<file path="src/rtl/bus_gate_arb.sv">
// Round-robin owner arbiter for the shared datapath bus: drives one active-low
// gate enable at a time and inserts TURNAROUND all-off cycles between owners.
module bus_gate_arb #(
    parameter int unsigned N_SRC      = 4,
    parameter int unsigned TURNAROUND = 1,
    parameter int unsigned OW         = (N_SRC > 1) ? $clog2(N_SRC) : 1
) (
    input  logic             clk,
    input  logic             rst_n,
    input  logic [N_SRC-1:0] req,
    output logic [N_SRC-1:0] gnt,
    output logic [N_SRC-1:0] gate_n,
    output logic [OW-1:0]    owner,
    output logic             busy
);

    localparam int unsigned CW = 4;

    typedef enum logic [1:0] {
        S_IDLE = 2'd0,
        S_OWN  = 2'd1,
        S_TURN = 2'd2
    } state_e;

    state_e           state_q, state_d;
    logic [N_SRC-1:0] gnt_q, gnt_d, gate_n_q;
    logic [OW-1:0]    owner_q, owner_d;
    logic [OW-1:0]    ptr_q, ptr_d;
    logic [CW-1:0]    cnt_q, cnt_d;
    logic             busy_q;
    logic             any_req;
    logic [OW-1:0]    win;

    function automatic logic [OW-1:0] wrap_inc(input logic [OW-1:0] x);
        if (x == OW'(N_SRC - 1)) begin
            return '0;
        end
        return x + OW'(1);
    endfunction

    // Round-robin pick: first requester at or after ptr, wrapping.
    always_comb begin
        int unsigned idx;
        any_req = 1'b0;
        win     = '0;
        idx     = 0;
        for (int unsigned i = 0; i < N_SRC; i++) begin
            idx = 32'(ptr_q) + i;
            if (idx >= N_SRC) begin
                idx = idx - N_SRC;
            end
            if (!any_req && req[OW'(idx)]) begin
                any_req = 1'b1;
                win     = OW'(idx);
            end
        end
    end

    always_comb begin
        state_d = state_q;
        gnt_d   = gnt_q;
        owner_d = owner_q;
        ptr_d   = ptr_q;
        cnt_d   = cnt_q;
        unique case (state_q)
            S_IDLE: begin
                if (any_req) begin
                    gnt_d   = N_SRC'(1) << win;
                    owner_d = win;
                    ptr_d   = wrap_inc(win);
                    state_d = S_OWN;
                end
            end
            S_OWN: begin
                // No preemption: ownership ends only when the owner drops req.
                if (!req[owner_q]) begin
                    gnt_d = '0;
                    ptr_d = wrap_inc(owner_q);
                    if (TURNAROUND == 0) begin
                        if (any_req) begin
                            gnt_d   = N_SRC'(1) << win;
                            owner_d = win;
                            ptr_d   = wrap_inc(win);
                        end else begin
                            state_d = S_IDLE;
                        end
                    end else begin
                        cnt_d   = CW'((TURNAROUND == 0) ? 0 : TURNAROUND - 1);
                        state_d = S_TURN;
                    end
                end
            end
            S_TURN: begin
                if (cnt_q != '0) begin
                    cnt_d = cnt_q - CW'(1);
                end else if (any_req) begin
                    gnt_d   = N_SRC'(1) << win;
                    owner_d = win;
                    ptr_d   = wrap_inc(win);
                    state_d = S_OWN;
                end else begin
                    state_d = S_IDLE;
                end
            end
            default: begin
                state_d = S_IDLE;
                gnt_d   = '0;
            end
        endcase
    end

    // Async reset drops every gate immediately, even mid-grant.
    always_ff @(posedge clk or negedge rst_n) begin
        if (!rst_n) begin
            state_q  <= S_IDLE;
            gnt_q    <= '0;
            gate_n_q <= '1;
            owner_q  <= '0;
            ptr_q    <= '0;
            cnt_q    <= '0;
            busy_q   <= 1'b0;
        end else begin
            state_q  <= state_d;
            gnt_q    <= gnt_d;
            gate_n_q <= ~gnt_d;
            owner_q  <= owner_d;
            ptr_q    <= ptr_d;
            cnt_q    <= cnt_d;
            busy_q   <= |gnt_d;
        end
    end

    assign gnt    = gnt_q;
    assign gate_n = gate_n_q;
    assign owner  = owner_q;
    assign busy   = busy_q;

endmodule

</file>
<file path="config.mk">
export PLATFORM = sky130hd
export DESIGN_NAME = bus_gate_arb
export DESIGN_NICKNAME = d
export VERILOG_FILES = /design/src/rtl/bus_gate_arb.sv
export SDC_FILE = /design/constraint.sdc
export NUM_CORES = 1
export LEC_CHECK = 0
export ABC_AREA = 1
export CAP_MARGIN = 10
export CORE_ASPECT_RATIO = 1.2
export CORE_MARGIN = 4
export CORE_UTILIZATION = 49
export CTS_CLUSTER_DIAMETER = 80
export DETAILED_ROUTE_END_ITERATION = 16
export PLACE_DENSITY = 0.8
export SLEW_MARGIN = 20
export SYNTH_ARGS = -nofsm -noshare
export SYNTH_HDL_FRONTEND = slang
export SYNTH_SLANG_ARGS = --single-unit
</file>
<file path="constraint.sdc">
create_clock -name clk -period 1.8 [get_ports clk]
set_input_delay 0.45 -clock clk [delete_from_list [all_inputs] [get_ports clk]]
set_output_delay 0.45 -clock clk [all_outputs]
set_load 0.01 [all_outputs]
</file>
==> results of run 1 <==
## layout make-up
cell class                 count  share of cell area, %
clock inverter                 1                  0.241
sequential                    19                   23.3
tap                           33                   1.99
inverter                      35                   6.69
multi-input combinational    130                   42.0
clock buffer                   3                   1.08
timing repair buffer          56                   24.6
## metrics by stage
step | setup WS [ns] | instance area, µm²
2_1_floorplan | -0.167 | 1330
3_3_place_gp | -0.700 | 1720
3_5_place_dp | -0.814 | 1720
4_1_cts | -0.362 | 1960
5_1_grt | -0.643 | 2080
6_report | -0.508 | 2080
## critical path, stage by stage, from the launching register on
cell      delay [ns]
dfrtp_2         0.49
buf_6           0.15
nand2_2         0.05
nand2_2         0.05
nand2_2         0.07
nand2_4         0.07
nor2_8          0.16
nand2_4         0.07
o211ai_1        0.21
nand2_2         0.17
inv_4           0.13
ha_4            0.15
inv_2           0.04
nand2_2         0.06
nand2_1         0.06
nand2_1         0.08
nand2_2         0.07
nand2_2         0.07
inv_2           0.04
nand2_1         0.05
## synth_stat cells
master	count	area, µm²
nand2_1	74	278
inv_1	28	105
dfrtp_1	15	375
nor2_1	9	33.8
ha_1	7	87.6
inv_2	7	26.3
nand2_2	5	31.3
nand3_1	5	25.0
o21ai_0	5	25.0
dfstp_2	4	105
o21ai_1	4	20.0
o21ai_2	3	26.3
a21oi_1	2	10.0
nand2_4	2	22.5
nand3_2	2	20.0
nand4_1	2	12.5
nor3_1	2	10.0
o21bai_2	2	22.5
o22ai_1	2	12.5
buf_4	1	7.51
nand3_4	1	17.5
nor2_8	1	20.0
o211ai_1	1	7.51
or2_2	1	6.26
## sequential cells by signal (all words and copies together), names as in the netlist
name,count
gate_n,4
cnt_q,4
state_q,2
owner,2
ptr_q,2
gnt,4
busy,1
## layer usage
metal | up-vias | global-route usage, % | wire [µm]
met5 | - | 0 | 0
met4 | 0 | 16.4 | 232
met3 | 23 | 4.14 | 136
met2 | 55 | 42.3 | 2270
met1 | 686 | 26.8 | 1450
li1 | 683 | - | -
## what timing repair did
action | CTS | global route
setup endpoints to repair | 18 | 17
resized for setup | 50 | 23
cloned | 1 | 0
pin swaps | 28 | 22
setup buffers | 6 | 6
## worst paths after layout
check,from,end,slack (ns),cells after the start
min,rst_n,busy,0.47,2
max in group asynchronous,rst_n,gate_n[2],1.07,2
min in group clk,cnt_q[3],cnt_q[3],0.57,2
max,ptr_q[0],busy,-0.51,19
max reg2reg,ptr_q[0],busy,-0.51,19
min reg2reg,cnt_q[3],cnt_q[3],0.57,2
## cells by family (layout without fill, tap and decap cells)
kind of cell	Yosys count	count (layout)
flops	19	19
buf+inv	36	95
simple gates	104	104
compound gates	19	19
fa+ha+maj	7	7
==> flow_metrics.env, run 1 <==
export IMPL_vias_per_cell=5.22
export IMPL_vias=1447
export IMPL_finalCriticalPeriod_ns=2.31
export IMPL_violations="negative setup slack"
export IMPL_synthDistinctLibCells=24
export IMPL_numCtsBuffers=3
export IMPL_place_gp_congestion=0.845
export IMPL_fillers=152
export IMPL_cap_violations=0
export IMPL_final_common_cell="nand2_1"
export IMPL_synth_adder_area_share_pct=6.70
export IMPL_fp_row_count=20
export IMPL_synth_fp_nets=198
export IMPL_grtUsageTotal_pct=24.9
export IMPL_synth_compound_area_share_pct=9.47
export IMPL_die_w_um=55.2
export IMPL_rsz0062_at_grt="true"
export IMPL_fmax_mhz=433
export IMPL_dp_cells=260
export IMPL_n_antenna_cell=0
export IMPL_critPathLaunchType="flop"
export IMPL_layout_setup_ws_ns=-0.508
export IMPL_ys_seq_area_share_pct=36.7
export IMPL_wire_per_inst_um=14.8
export IMPL_gr_total_overflow=0
export IMPL_io_pins=17
export IMPL_avgSynthCellArea_um2=7.07
export IMPL_cts_tree="built"
export IMPL_grt_pass1_vias=1508
export IMPL_antenna_found_initial=0
export IMPL_holdWs_ns=0.470
export IMPL_clock_skew_ns=0.00430
export IMPL_status="complete, but fails checks"
export IMPL_grt_start_max_net_pins=20
export IMPL_slew_limit_headroom_pct=83.7
export IMPL_end_kind="flop"
export IMPL_path_max_fanout=6
export IMPL_syn_area_um2=1310
export IMPL_postRouteAntennaNets=0
export IMPL_regArea_um2=484
export IMPL_h_tree_depth=1
export IMPL_tightest_slew_ns=0.245
export IMPL_hold_violations=0
export IMPL_cts_sinks=19
export IMPL_drc=0
export IMPL_hold_class="primary input to asynchronous set/reset pin"
export IMPL_drive_gt1_share_pct=48.4
export IMPL_setup_violations_final=14
export IMPL_synthXorXnorAreaFrac_pct=0
export IMPL_core_um2=2550
export IMPL_multiInputGateArea_um2=873
export IMPL_final_cell_mix="48 x nand2_1, 32 x buf_4, 25 x nand2_2"
export IMPL_die_h_um=64.6
export IMPL_cts_root_buffer="clkbuf_4"
export IMPL_synth_cells=185
export IMPL_clkTransAtPathRegs_ns=0.11
export IMPL_holdBufCountCts=0
export IMPL_drv_slew=0
export IMPL_required_ns=2.06
export IMPL_dr_pass1_iters=4
export IMPL_insertion_delay_ns=0.31
export IMPL_synth_top_family_by_area="simple AND/OR/NAND/NOR gates"
export IMPL_portBuffers=16
export IMPL_synth_mux_area_share_pct=0
export IMPL_nets=258
export IMPL_wirelength_um=4090
export IMPL_initial_core_util_pct=51.2
export IMPL_utilization_pct=81.4
export IMPL_critPathKind="flop to flop"
export IMPL_drtIter0Drc=41
export IMPL_hpwl_um=2550
export IMPL_cp_arrival_ns=2.57
export IMPL_yosys_area_share_simple_pct=36.5
export IMPL_fin_setup_tns_ns=-4.34
export IMPL_clockBufferDepth=2
export IMPL_instances_no_fill=277
export IMPL_die_area_um2=3560
export IMPL_grt_pass1_wl_um=6390
export IMPL_synth_warnings=0
export IMPL_fin_crit_sh_pct=128
export IMPL_ys_ff_latch=19
export IMPL_area_delta_synth_final_pct=58.9
Power of run 1 is not shown: default switching activity piles up to over one toggle a cycle in this logic, so the estimate is an artifact.
==> run 2, diff against run 1 <==
CORE_MARGIN = unset   (was 4)
CORE_UTILIZATION = 40   (was 49)
CTS_CLUSTER_SIZE = 20   (was unset)
PLACE_DENSITY = 0.68   (was 0.8)
==> run 2 against run 1 <==
- the flow still finishes with violations (negative setup slack)
- non-clock buffer count grew 3
- critical path depth shrank 2
- die area shrank 1.7%
- global-route usage shrank 4.7 points
- core utilization shrank 15 points
- sequential share of layout area grew 0.18 points
- routed wire length shrank 25%
- design area shrank 0.78%
- sequential cell count is the same
- maximum frequency grew 7.1%
- via count shrank 10%
- largest cell class unchanged
- highest routed layer unchanged
==> flow_metrics.env, run 2 (synthesis results as in run 1) <==
export IMPL_initial_core_util_pct=42.4
export IMPL_status="complete, but fails checks"
export IMPL_clockBufferDepth=2
export IMPL_h_tree_depth=1
export IMPL_fillers=257
export IMPL_final_cell_mix="47 x nand2_1, 35 x buf_4, 25 x inv_1"
export IMPL_final_common_cell="nand2_1"
export IMPL_io_pins=17
export IMPL_vias=1298
export IMPL_p_leak_nw=1.13
export IMPL_slew_limit_headroom_pct=84.0
export IMPL_portBuffers=16
export IMPL_place_gp_congestion=0.739
export IMPL_postRouteAntennaNets=0
export IMPL_instances_no_fill=283
export IMPL_path_common_cell="nand2_2"
export IMPL_drc=0
export IMPL_end_kind="flop"
export IMPL_clkTransAtPathRegs_ns=0.11
export IMPL_finalCriticalPeriod_ns=2.16
export IMPL_drtIter0Drc=17
export IMPL_wirelength_um=3050
export IMPL_placed_area_um2=1740
export IMPL_fp_row_count=22
export IMPL_cts_sinks=19
export IMPL_fin_setup_tns_ns=-2.57
export IMPL_r2r_setup_slack_ns=-0.36
export IMPL_critPathKind="flop to flop"
export IMPL_n_antenna_cell=0
export IMPL_grtUsageTotal_pct=20.1
export IMPL_grt_start_max_net_pins=20
export IMPL_nets=261
export IMPL_vias_per_cell=4.59
export IMPL_power_density_nw_per_um2=2210
export IMPL_dp_cells=265
export IMPL_insertion_delay_ns=0.30
export IMPL_gr_total_overflow=0
export IMPL_wire_per_inst_um=10.8
export IMPL_hold_violations=0
export IMPL_startpoint="ptr_q[0]"
export IMPL_die_w_um=54.2
export IMPL_switching_share_pct=46.6
export IMPL_grt_pass1_wl_um=5160
export IMPL_drive_gt1_share_pct=46.6
export IMPL_cap_violations=0
export IMPL_p_int_w=0.00243
export IMPL_pwr_share_seq_pct=16.5
export IMPL_path_max_fanout=8
export IMPL_drv_slew=0
export IMPL_worstReg2RegEnd="busy"
export IMPL_cp_arrival_ns=2.37
export IMPL_dr_pass1_iters=4
export IMPL_clock_skew_ns=0.00189
export IMPL_cts_root_buffer="clkbuf_4"
export IMPL_slowest_stage="dfrtp_2"
export IMPL_r2r_cells=17
export IMPL_holdBufCountCts=0
export IMPL_hold_class="primary input to asynchronous set/reset pin"
export IMPL_layout_setup_ws_ns=-0.355
export IMPL_critical_path_cell_chain="buf_6 -> nand2_2 -> o21ai_2 -> o21ai_2 -> buf_4 -> nand4_1 -> nand2_2 -> inv_2 -> ha_1 -> inv_1 -> nand2_1 -> nand2_1 -> nand2_2 -> nand2_4 -> nand2_2 -> inv_2 -> nand2_1"
export IMPL_hpwl_um=2150
export IMPL_ir_worst_vdd_mv=1.41
export IMPL_switchingPower_w=0.00212
export IMPL_antenna_found_initial=0
export IMPL_fin_crit_sh_pct=120
export IMPL_rsz0062_at_grt="true"
export IMPL_numCtsBuffers=3
export IMPL_setup_violations_final=11
export IMPL_clkPwrFrac_pct=4.8
export IMPL_violations="negative setup slack"
export IMPL_core_um2=3080
export IMPL_final_cell_area_um2=2060
export IMPL_die_area_um2=3500
export IMPL_r2r_start="ptr_q[0]"
export IMPL_critPathLaunchType="flop"
export IMPL_pwr_share_comb_pct=78.6
export IMPL_critPathMaxStageDelay_ns=0.47
export IMPL_die_h_um=64.6
export IMPL_grt_pass1_vias=1242
export IMPL_cts_tree="built"
export IMPL_tightest_slew_ns=0.240
export IMPL_fmax_mhz=464
export IMPL_area_delta_synth_final_pct=57.6
export IMPL_required_ns=2.01
-- run 2: worst max path at each step --
stage	slack, ns	endpoint	depth (start not counted)
2_1_floorplan	-0.17	busy	18
3_3_place_gp	-0.74	busy	19
3_5_place_dp	-0.79	busy	19
4_1_cts	-0.33	busy	19
5_1_grt	-0.51	busy	19
6_report	-0.36	busy	17
-- run 2: routing by layer --
metal / vias up / global-route usage (%) / wire length, µm
li1: 687 / - / -
met1: 598 / 24.1 / 1310
met2: 8 / 34.9 / 1650
met3: 5 / 2.11 / 37
met4: 0 / 8.65 / 54
met5: - / 0 / 0
-- run 2: metrics by stage --
step                      util (%)  total power, W  hold slack [ns]  setup slack [ns]
after floorplan                  -         0.00246            0.154            -0.167
after global placement        56.5         0.00344            0.539            -0.739
after detailed placement      56.5         0.00348            0.556            -0.790
after CTS                     60.3         0.00399            0.462            -0.334
after global routing          66.8         0.00501            0.479            -0.514
final                         66.8         0.00455            0.458            -0.355
-- run 2: power by group through the flow --
stage	Clock, W	Combinational [W]	Sequential, W
global placement	0	0.00269	0.000745
detailed placement	0	0.00273	0.000746
CTS	0.000233	0.00302	0.000742
floorplan	0	0.00169	0.000764
finish	0.000221	0.00358	0.000753
global route	0.000245	0.00400	0.000770
-- run 2: critical path: cells and delay by family, from the launching register on --
kind / cells / cell delay (ns)
DFF: 1 / 0.47
and+or+nand+nor: 9 / 0.64
adders and majority gates: 1 / 0.19
buffers and inverters: 5 / 0.47
AOI/OAI and AO/OA: 2 / 0.29
-- run 2: area by class of cell --
type | count | area (µm²) | share of cell area, %
Timing Repair Buffer | 59 | 507 | 24.6
Tap cell | 36 | 45.0 | 2.19
Sequential cell | 19 | 484 | 23.5
Inverter | 35 | 139 | 6.74
Clock buffer | 3 | 22.5 | 1.09
Clock inverter | 1 | 5.00 | 0.243
Multi-Input combinational cell | 130 | 858 | 41.7
-- run 2: what timing repair did --
| item | 4_1_cts | 5_1_grt |
|---|---|---|
| setup endpoints to repair | 18 | 15 |
| endpoints found under the hold margin | 0 | 0 |
| pin swaps | 16 | 21 |
| gates resized for setup | 28 | 39 |
| buffers inserted | 8 | 8 |
(Power assumes the default switching activity.)
